File: src/rtl/spectrogram_frame_receiver.sv
// Deserialises the extractor's SL-framed PISO readout into indexed 12-bit words behind a small FIFO.
// Optional index-sequence checking is enabled with `define SPECTRO_RX_SEQ_CHECK_EN.
module spectrogram_frame_receiver #(
    parameter int WORD_W     = 12,
    parameter int IDX_W      = 4,
    parameter int NUM_WORDS  = 16,
    parameter int FIFO_DEPTH = 4
) (
    input  logic                            clk,
    input  logic                            reset,
    input  logic                            serial_in,
    input  logic                            sl_in,
    input  logic [IDX_W-1:0]                sel_in,
    input  logic                            clr_err,
    output logic [WORD_W-1:0]               out_data,
    output logic [IDX_W-1:0]                out_index,
    output logic                            out_valid,
    input  logic                            out_ready,
    output logic                            frame_done,
    output logic                            err_short,
    output logic                            overrun,
    output logic                            seq_err,
    output logic [$clog2(FIFO_DEPTH):0]     fifo_count
);

    localparam int BIT_W = $clog2(WORD_W);
    localparam int PTR_W = $clog2(FIFO_DEPTH);
    localparam int CNT_W = PTR_W + 1;
    localparam logic [BIT_W-1:0] LAST_BIT = BIT_W'(WORD_W - 1);
    localparam logic [IDX_W-1:0] LAST_IDX = IDX_W'(NUM_WORDS - 1);

    typedef enum logic {IDLE, SHIFT} state_t;

    state_t             state;
    logic [BIT_W-1:0]   bitcnt;
    logic [WORD_W-1:0]  shreg;
    logic [IDX_W-1:0]   idx_reg;
    logic               push_req;

    logic [WORD_W-1:0]  mem_data [FIFO_DEPTH];
    logic [IDX_W-1:0]   mem_idx  [FIFO_DEPTH];
    logic [PTR_W-1:0]   wr_ptr;
    logic [PTR_W-1:0]   rd_ptr;
    logic [CNT_W-1:0]   count;
    logic               full;
    logic               pop;
    logic               push_ok;

    // A load seen while still shifting truncates the current word and restarts on the new index.
    always_ff @(posedge clk or negedge reset) begin
        if (!reset) begin
            state     <= IDLE;
            bitcnt    <= '0;
            shreg     <= '0;
            idx_reg   <= '0;
            push_req  <= 1'b0;
            err_short <= 1'b0;
        end else begin
            push_req  <= 1'b0;
            err_short <= 1'b0;
            case (state)
                IDLE: begin
                    if (sl_in) begin
                        idx_reg <= sel_in;
                        bitcnt  <= '0;
                        state   <= SHIFT;
                    end
                end
                SHIFT: begin
                    if (sl_in) begin
                        err_short <= 1'b1;
                        idx_reg   <= sel_in;
                        bitcnt    <= '0;
                    end else begin
                        shreg <= {shreg[WORD_W-2:0], serial_in};
                        if (bitcnt == LAST_BIT) begin
                            push_req <= 1'b1;
                            bitcnt   <= '0;
                            state    <= IDLE;
                        end else begin
                            bitcnt <= bitcnt + BIT_W'(1);
                        end
                    end
                end
                default: state <= IDLE;
            endcase
        end
    end

    assign out_valid  = (count != '0);
    assign full       = (count == CNT_W'(FIFO_DEPTH));
    assign pop        = out_valid && out_ready;
    assign push_ok    = push_req && (!full || pop);
    assign fifo_count = count;
    assign out_data   = out_valid ? mem_data[rd_ptr] : '0;
    assign out_index  = out_valid ? mem_idx[rd_ptr]  : '0;

    // Shift register and index stay stable in IDLE, so the push edge still sees the finished word.
    always_ff @(posedge clk) begin
        if (push_ok) begin
            mem_data[wr_ptr] <= shreg;
            mem_idx[wr_ptr]  <= idx_reg;
        end
    end

    always_ff @(posedge clk or negedge reset) begin
        if (!reset) begin
            wr_ptr     <= '0;
            rd_ptr     <= '0;
            count      <= '0;
            frame_done <= 1'b0;
            overrun    <= 1'b0;
        end else begin
            if (push_ok)
                wr_ptr <= wr_ptr + PTR_W'(1);
            if (pop)
                rd_ptr <= rd_ptr + PTR_W'(1);
            if (push_ok && !pop)
                count <= count + CNT_W'(1);
            else if (!push_ok && pop)
                count <= count - CNT_W'(1);
            frame_done <= push_ok && (idx_reg == LAST_IDX);
            overrun    <= (overrun && !clr_err) || (push_req && !push_ok);
        end
    end

`ifdef SPECTRO_RX_SEQ_CHECK_EN
    logic [IDX_W-1:0] exp_idx;
    logic             word_done;

    assign word_done = (state == SHIFT) && !sl_in && (bitcnt == LAST_BIT);

    // After a mismatch the expectation resyncs to the received index so one glitch flags only once.
    always_ff @(posedge clk or negedge reset) begin
        if (!reset) begin
            exp_idx <= '0;
            seq_err <= 1'b0;
        end else begin
            if (word_done)
                exp_idx <= (idx_reg == LAST_IDX) ? '0 : idx_reg + IDX_W'(1);
            seq_err <= (seq_err && !clr_err) || (word_done && (idx_reg != exp_idx));
        end
    end
`else
    assign seq_err = 1'b0;
`endif

endmodule

File: config.mk
export PLATFORM = sky130hd
export DESIGN_NAME = spectrogram_frame_receiver
export DESIGN_NICKNAME = d
export VERILOG_FILES = /design/src/rtl/spectrogram_frame_receiver.sv
export SDC_FILE = /design/constraint.sdc
export NUM_CORES = 1
export LEC_CHECK = 0
export BUFFER_PORTS_ARGS = -buffer_cell sky130_fd_sc_hd__buf_2
export CAP_MARGIN = 0
export CORE_ASPECT_RATIO = 0.6
export CORE_MARGIN = 2
export CORE_UTILIZATION = 40
export CTS_CLUSTER_DIAMETER = 50
export DETAILED_ROUTE_END_ITERATION = 12
export PLACE_DENSITY = 0.63
export SYNTH_ARGS = -nofsm -noshare
export SYNTH_HDL_FRONTEND = slang
export SYNTH_SLANG_ARGS = --single-unit
File: constraint.sdc
create_clock -name clk -period 2.93 [get_ports clk]
set_clock_uncertainty 0.1 [all_clocks]
set_input_delay 0.293 -clock clk [delete_from_list [all_inputs] [get_ports clk]]
set_output_delay 0.293 -clock clk [all_outputs]
set_load 0.01 [all_outputs]
# --- Word level (Yosys, flattened, before mapping) ---
# Memory sizes are Yosys's and may differ from the RTL's.
# Cells that the tools add are included.
totals:
  in_bits: 10
  word_cells: 59
  latch_bits: 0
  ramBits: 64
  romBits: 0
  output_inout_bits: 24
  register_bits: 32
  mem_count: 2
classes:
  n_div: 0
  mux: 19
  bitwise_logic: 2
  eq_ne: 4
  shifts: 0
  add_sub_neg: 5
  n_reduce_logical: 16
  n_mul: 0
  n_lt_le_gt_ge: 0
mem_list:
  columns: ["name", "words", "width", "read_ports", "rd_clocked_by_memory_dff", "write_ports", "line", "source"]
  rows:
  - ["mem_data", 4, 12, 1, 0, 1, "40", "logic [WORD_W-1:0] mem_data [FIFO_DEPTH];"]
  - ["mem_idx", 4, 4, 1, 0, 1, "41", "logic [IDX_W-1:0] mem_idx [FIFO_DEPTH];"]
ops:
  columns: ["cell", "count"]
  rows:
  - ["4-bit 2-to-1 mux", 5]
  - ["12-bit 2-to-1 mux", 1]
  - ["1-bit 2-to-1 mux", 9]
  - ["4-bit == test (second input constant)", 2]
  - ["4-bit one-hot mux with 2 select lines", 1]
  - ["1-bit logical AND", 7]
  - ["3-bit 2-to-1 mux", 2]
  - ["2-bit by 1-bit adder with 2-bit output (second input constant)", 2]
  - ["4-bit by 1-bit adder with 4-bit output (second input constant)", 1]
  - ["1-bit zero test", 4]
  - ["3-bit by 1-bit adder with 3-bit output (second input constant)", 1]
  - ["3-bit == test (second input constant)", 1]
  - ["3-bit nonzero test", 1]
  - ["3-bit by 1-bit subtractor with 3-bit output (second input constant)", 1]
  - ["1-bit logical OR", 2]
  - ["2-bit != test (second input constant)", 1]
  - ["1-bit NOT", 2]
  - ["1-bit one-hot mux with 2 select lines", 1]
  - ["2-bit AND reduction", 1]
  - ["2-bit nonzero test", 1]

# --- Depth between registers and ports, before layout ---
# Gate-level depths: netlist (run 1).
logic_depth:
  word_depth: 8
  ltp_mapped: 9
  depth_no_buf: 8

# --- Least setup slack after synthesis (run 1) ---
# OpenSTA, ideal clock, no wires.
synth_path:
  kind: "register to register"
  from: "reg count[1], in the netlist fifo_count[1]"
  to: "reg count[2], in the netlist fifo_count[2]"
  setup_time_ns: 0.079
  slack_ns: 0.675
  arrival_ns: 2.076
  path_buffers: 1
  path_stages_with_launch: 10
  t_required_ns: 2.751
  cell_sequence: "dfrtp_1 > or3_1 > clkbuf_1 > nand2_1 > ha_1 > inv_1 > fa_1 > xor2_1 > nor2_1 > xor2_1"
synth_between:
  elab_chain_cells: 7
  word_cells_on_any_way: 15
  cone_classes: "add/sub: 2; eq/ne: 1; mux: 2; reduce/logical: 10"
synth_rtl:
  columns: ["item", "line", "source"]
  rows:
  - ["start: declaration", "44", "logic [CNT_W-1:0] count;"]
  - ["start signal: assignment", "119", "count <= count + CNT_W'(1);"]
  - ["start signal: assignment", "121", "count <= count - CNT_W'(1);"]
  - ["parallel branches: the longest is 7 deep, another holds 3-bit by 1-bit subtractor with 3-bit output", null, null]
# Parallel ways; which one is timed is not known. The select of a mux whose other input is x is not followed.
# A chain may end at the register's enable or synchronous reset.

# --- Worst setup path in the final report (run 1) ---
layout_path:
  from: "reg rd_ptr[0]"
  to: "out out_data[8]"
layout_between:
  elab_chain_cells: 2
layout_rtl:
  columns: ["item", "line", "source"]
  rows:
  - ["start: declaration", "43", "logic [PTR_W-1:0] rd_ptr;"]
  - ["start signal: assignment", "117", "rd_ptr <= rd_ptr + PTR_W'(1);"]
  - ["memory 4 x 12 bit", null, null]
  - ["12-bit 2-to-1 mux", "95", "assign out_data = out_valid ? mem_data[rd_ptr] : '0;"]
  - ["end: declaration", "15", "output logic [WORD_W-1:0] out_data,"]
# No other way between the ends.

==> results of run 1 <==
## worst min path at each step
stage / from / to / slack (ns)
after floorplan: reset / bitcnt[0]$_DFFE_PN0P_ / -0.10
after global placement: reset / idx_reg[1]$_DFFE_PN0P_ / 0.33
after detailed placement: reset / idx_reg[1]$_DFFE_PN0P_ / 0.33
after CTS: clr_err / overrun$_DFF_PN0_ / 0.02
after global routing: clr_err / overrun$_DFF_PN0_ / 0.02
final: clr_err / overrun$_DFF_PN0_ / 0.03
## routing by layer
| layer | GRT usage (%) | vias up |
|---|---|---|
| met5 | 0 | - |
| met4 | 3.261 | 0 |
| met3 | 6.376 | 4 |
| met2 | 21.26 | 42 |
| met1 | 19.28 | 1001 |
| li1 | - | 872 |
## area by class of cell
| class | instances | area, sq um |
|---|---|---|
| fill | 797 | 4812 |
| sequential | 96 | 2723 |
| multi-input combinational | 98 | 1065 |
| clock buffer | 13 | 250.2 |
| timing repair buffer | 43 | 245.2 |
| tap | 130 | 162.7 |
| clock inverter | 3 | 17.52 |
| inverter | 4 | 15.01 |
## cells in the final DEF (no fill, tap or decap), types with 2 or more instances in the layout
| cell | count |
|---|---|
| nand2_1 | 4 |
| nand3b_1 | 2 |
| a21oi_1 | 2 |
| nor2b_1 | 3 |
| o21ai_0 | 3 |
| ha_1 | 6 |
| mux2i_1 | 2 |
| and2_1 | 21 |
| mux4_2 | 8 |
| clkbuf_1 | 3 |
| xor2_1 | 2 |
| nor2_1 | 4 |
| edfxtp_1 | 64 |
| clkbuf_16 | 9 |
| inv_1 | 4 |
| xnor2_1 | 4 |
| clkinv_2 | 2 |
| dfrtp_1 | 32 |
| buf_2 | 32 |
| mux2_2 | 18 |
| buf_4 | 10 |
| mux4_1 | 8 |
## repair_timing
action / CTS / global route
hold endpoints to repair: 32 / 0
setup endpoints to repair: 0 / 0
hold buffers: 1 / 0
resized for setup: 0 / 0
## cells by family (layout without fill, tap and decap cells)
kind of cell,Yosys count,in the layout
flip-flops,96,96
AND/OR/NAND/NOR,41,41
multiplexers,36,36
buffers and inverters,15,63
adder cells (fa/ha/maj),7,7
AO/OA/AOI/OAI,7,7
XOR/XNOR,6,6
other,1,1
## power by group
part | total (mW) | leakage (nW) | switching [mW] | internal (mW)
sequential | 1.84 | 0.962 | 0.212 | 1.63
combinational | 0.892 | 0.606 | 0.374 | 0.518
clock | 1.05 | 0.130 | 0.457 | 0.596
total | 3.78 | 1.70 | 1.04 | 2.74
## worst max-delay path: stages (launching register included)
cell and delay [ns]:
dfrtp_1 0.64, buf_4 0.29, mux4_2 0.53, and2_1 0.17
buf_2 0.13
## cells in the mapped netlist (2+ instances only)
library cell,n,area [sq um]
nor2b_1,3,18.77
xnor2_1,4,35.03
clkbuf_1,2,7.510
edfxtp_1,64,1922
buf_2,5,25.02
mux2i_1,2,20.02
o21ai_0,3,15.01
dfrtp_1,32,800.8
mux4_1,8,210.2
nor2_1,4,15.01
ha_1,6,75.07
nand3b_1,2,15.01
inv_1,4,15.01
nand2_1,4,15.01
xor2_1,2,17.52
and2_1,21,131.4
a21oi_1,2,10.01
mux2_2,18,202.7
mux4_2,8,180.2
buf_4,2,15.01
## through the flow
step                power (mW)  setup WS [ns]  hold slack, ns
finish                   3.782         0.4411         0.02509
global route             3.991         0.2980         0.02161
CTS                      3.841         0.3823         0.01764
detailed placement       2.784         0.6894          0.3276
global placement         2.764         0.6813          0.3303
floorplan                2.448         0.6749         -0.1026
==> results_dict.tcl, run 1 <==
set metrics [dict create \
    reg2reg_depth 8 \
    fmax_mhz 401.8 \
    postCtsSetupBuffers 0 \
    grt_antenna_before_repair 0 \
    grt.overflow.total 0 \
    crit_path_start "rd_ptr[0]$_DFFE_PN0P_" \
    syn_area_sq_um 3881 \
    wl_um 6751 \
    nNetsFinal 269 \
    finalHoldViolCount 0 \
    ys_ff_latch 96 \
    synth.yosys.seq_area_share_pct 70.15 \
    area_growth_pct 15.38 \
    end_kind "output port" \
    dieArea_sq_um 10530 \
    crit_arrival_ns 2.10 \
    path_clk_slew_ns 0.06 \
    dr.pass1.iters 5 \
    wl_met2_um 2991 \
    dpl-instance-area_sq_um 4200 \
    grt_max_degree 33 \
    cts_buffer_depth 2 \
    worstHoldPathType "primary input to flip-flop" \
    max_cap_viol_count 0 \
    syn_nets 226 \
    n_antenna_cell 0 \
    crit_required_ns 2.54 \
    yosys_warnings 0 \
    cp_max_fo 10 \
    htreeDepth 3 \
    criticalPathCategory "flip-flop to output port" \
    period_minus_slack_ns 2.489 \
    synthAdderAreaFrac_pct 2.450 \
    grt_pass1_vias 1982 \
    synth_cell_types 33 \
    cellPowerDensity_nw_per_um2 844.6 \
    drt_iter0_drc 129 \
    cts_tree "yes" \
    yosys.area_share.xor_xnor_pct 1.354 \
    reg2reg_from "fifo_count[0]$_DFFE_PN0P_" \
    synth_simple_gate_area_share_pct 6.705 \
    slew_headroom_pct 46.15 \
    drtAntennaViolNets 0 \
    start_util_pct 41.78 \
    utilization_pct 48.20 \
    rsz0062_at_grt "false" \
    final.setup.tns_ns 0 \
    std_cell_rows 27 \
    peakVddDrop_uv 533.6 \
    vias 1919 \
    syn_avg_cell_area_sq_um 18.57 \
    ff2ff_setup_slack_ns 0.67 \
    die_width_um 131.2 \
    dieHeight_um 80.30 \
    clockRootBuffer "clkbuf_16" \
    r2r_end "fifo_count[2]$_DFFE_PN0P_" \
    synth.area.mux_share_pct 15.80 \
    drive_above_1_share_pct 31.91 \
    status "finished clean" \
    fin_area_sq_um 4478 \
    top_layer_used "met4" \
    crit_end "out_data[8]" \
    gp_congestion 0.7032 \
    cts_buffers 9 \
    synth_compound_area_share_pct 1.032 \
    ios 34 \
    vias_per_cell 4.959 \
    post-route-period-util_pct 84.95 \
    port_buffers 32 \
    slew_viol_final 0 \
    route.detailed.drc 0 \
    largest_reg_flops 48 \
    holdPathStages 2 \
    insertion_delay_ns 0.34 \
    leakagePower_nw 1.698 \
    wl_met3_um 339 \
    ys.flop_type "edfxtp_1" \
    syn_inst 209 \
    final_cells 387 \
    wl_met1_um 3368 \
    synth_edf_count 64 \
    grtUsageTotal_pct 14.25 \
    finalSetupViolations 0 \
    startpoint_type "flip-flop" \
    core_area_sq_um 9290 \
    hpwlAfterDp_um 4297 \
    max_slew.worst_pin.slew_ns 0.8078 \
    avgRoutedWirePerCell_um 17.44 \
    synth_top_family_by_area "multiplexers" \
    dp.cells 370 \
    clock_sinks 96 \
    grt_first_pass_wirelength_um 10900 \
    top_regs "mem_data x48, mem_idx x16, shreg x12" \
    regMostFlops "mem_data" \
    synthArstFlopShare_pct 33.33 \
]
(Power assumes the default switching activity.)
==> inputs of run 2 (changes only) <==
--- a/config.mk
+++ b/config.mk
@@ -12,7 +12,7 @@
 export CORE_UTILIZATION = 40
 export CTS_CLUSTER_DIAMETER = 50
 export DETAILED_ROUTE_END_ITERATION = 12
-export PLACE_DENSITY = 0.63
+export PLACE_DENSITY = 0.65
 export SYNTH_ARGS = -nofsm -noshare
 export SYNTH_HDL_FRONTEND = slang
 export SYNTH_SLANG_ARGS = --single-unit
==> constraint.sdc (replaced) <==
create_clock -name clk -period 2.1 [get_ports clk]
set_clock_uncertainty 0.1 [all_clocks]
set_input_delay 0.21 -clock clk [delete_from_list [all_inputs] [get_ports clk]]
set_output_delay 0.21 -clock clk [all_outputs]
set_load 0.01 [all_outputs]
==> run 2 against run 1 <==
Flip-flop and latch count stayed put. Core utilization is 2.5 points higher. Total power is 50% higher. Highest routed layer unchanged. Critical path type unchanged. Non-clock buffer count is 13 higher. Worst hold slack worse by 0.0054 ns. Largest cell class unchanged. Critical path depth stayed put.
==> results_dict.tcl, run 2 (synthesized netlist as in run 1, its figures left out) <==
set metrics [dict create \
    cp_max_fo 6 \
    crit_path_start "rd_ptr[0]$_DFFE_PN0P_" \
    finalHoldViolCount 0 \
    gr-usage-met1_pct 18.91 \
    peakVddDrop_uv 470.3 \
    dieArea_sq_um 10530 \
    cts_buffer_depth 2 \
    insertion_delay_ns 0.34 \
    largest_reg_flops 48 \
    route.detailed.drc 0 \
    dr.pass1.iters 4 \
    drt_iter0_drc 89 \
    grt_first_pass_wirelength_um 10740 \
    vias 1914 \
    crit_top_cell "buf_6" \
    final_cells 399 \
    holdPathStages 2 \
    ff2ff_setup_slack_ns 0.08 \
    crit_path_cell_trace "buf_6 > mux4_2 > and2_4 > buf_6" \
    cts_buffers 9 \
    htreeDepth 3 \
    rsz0062_at_grt "true" \
    clockRootBuffer "clkbuf_16" \
    finalSetupViolations 0 \
    hold_end "shreg[0]$_DFFE_PN0P_" \
    r2r_end "fifo_count[2]$_DFFE_PN0P_" \
    fmax_mhz 486.7 \
    path_buf_inv 2 \
    multi_input_area_sq_um 1075 \
    criticalPathCategory "flip-flop to output port" \
    hpwlAfterDp_um 4391 \
    worstHoldPathType "primary input to flip-flop" \
    grt_max_degree 19 \
    period_minus_slack_ns 2.055 \
    crit_arrival_ns 1.74 \
    regMostFlops "mem_data" \
    top_regs "mem_data x48, mem_idx x16, shreg x12" \
    pre_cts_slack_ns 0.04769 \
    crit_required_ns 1.79 \
    wl_um 6790 \
    ff_latch_area_sq_um 2725 \
    drtAntennaViolNets 0 \
    final.setup.tns_ns 0 \
    drive_above_1_share_pct 40.89 \
    final_common_cell "edfxtp_1" \
    grt_use_met3_pct 5.114 \
    holdWs_ns 0.01970 \
    met2_usage_pct 21.05 \
    slew_viol_final 0 \
    reg2reg_from "fifo_count[0]$_DFFE_PN0P_" \
    fin_area_sq_um 4711 \
    end_kind "output port" \
    grt_antenna_before_repair 0 \
    post-route-period-util_pct 97.84 \
    std_cell_rows 27 \
    dp.cells 376 \
    cp_slowest_stage_delay_ns 0.55 \
    startpoint_type "flip-flop" \
    path_clk_slew_ns 0.06 \
    gp_congestion 0.7108 \
    grtUsageTotal_pct 13.99 \
    cellPowerDensity_nw_per_um2 1203 \
    reg2reg_depth 8 \
    area_growth_pct 21.37 \
    utilization_pct 50.71 \
    power_mw 5.668 \
    min_from "serial_in" \
    dpl-instance-area_sq_um 4333 \
    nNetsFinal 282 \
    clock_sinks 96 \
    status "finished clean" \
    die_width_um 131.2 \
    critPathSlowestCell "mux4_2" \
    top_usage_layer "met2" \
    crit_family "multiplexers" \
    grt_pass1_vias 1951 \
    dieHeight_um 80.30 \
    n_fill_cell 770 \
    grt.overflow.total 0 \
    max_cap_viol_count 0 \
    ios 34 \
    crit_cells 4 \
    n_antenna_cell 0 \
    start_util_pct 41.78 \
    mostFrequentLayoutCells "64 x edfxtp_1, 30 x dfrtp_1, 29 x buf_2" \
    cts_tree "yes" \
    leakagePower_nw 1.769 \
    port_buffers 32 \
    timing.final.ws_setup_ns 0.04534 \
    avgRoutedWirePerCell_um 17.02 \
    core_area_sq_um 9290 \
    vias_per_cell 4.797 \
]
==> run 2: changes by cell type in the layout (fill, tap and decap cells not counted), sizes merged <==
cell / delta
inv: +1
buf: +8
clkinv: +1
dlygate4sd3: +5
clkbuf: -4
bufinv: +1
==> run 2: layout make-up <==
type,count,share of cell area (%)
inverter,4,0.3187
clock inverter,6,1.275
clock buffer,9,4.781
timing repair buffer,56,9.509
multi-input combinational,98,22.82
tap,130,3.453
sequential,96,57.85
==> run 2: how the worst max path moves through the flow <==
stage                           endpoint  slack, ns
6_report                    out_index[3]       0.05
3_5_place_dp   fifo_count[1]$_DFFE_PN0P_       0.05
4_1_cts                     out_index[3]      0.002
3_3_place_gp   fifo_count[2]$_DFFE_PN0P_       0.07
5_1_grt                     out_data[10]      -0.02
2_1_floorplan  fifo_count[2]$_DFFE_PN0P_     -0.007
==> run 2: power by group <==
part | total [mW] | switching (mW) | internal, mW
Clock | 1.56 | 0.652 | 0.911
Combinational | 1.60 | 0.658 | 0.937
Sequential | 2.51 | 0.237 | 2.27
==> run 2: per-layer routing <==
| layer | up-vias | share of wire, % |
|---|---|---|
| li1 | 889 | - |
| met1 | 978 | 51 |
| met2 | 38 | 44 |
| met3 | 9 | 4.1 |
| met4 | 0 | 1.2 |
| met5 | - | 0 |
==> run 2: what timing repair did <==
item | CTS | global route
cloned | 0 | 0
setup buffers | 0 | 2
endpoints found under the hold margin | 19 | 0
hold buffers | 6 | 0
endpoints found under the setup margin | 1 | 14
pin swaps | 0 | 2
resized for setup | 1 | 19
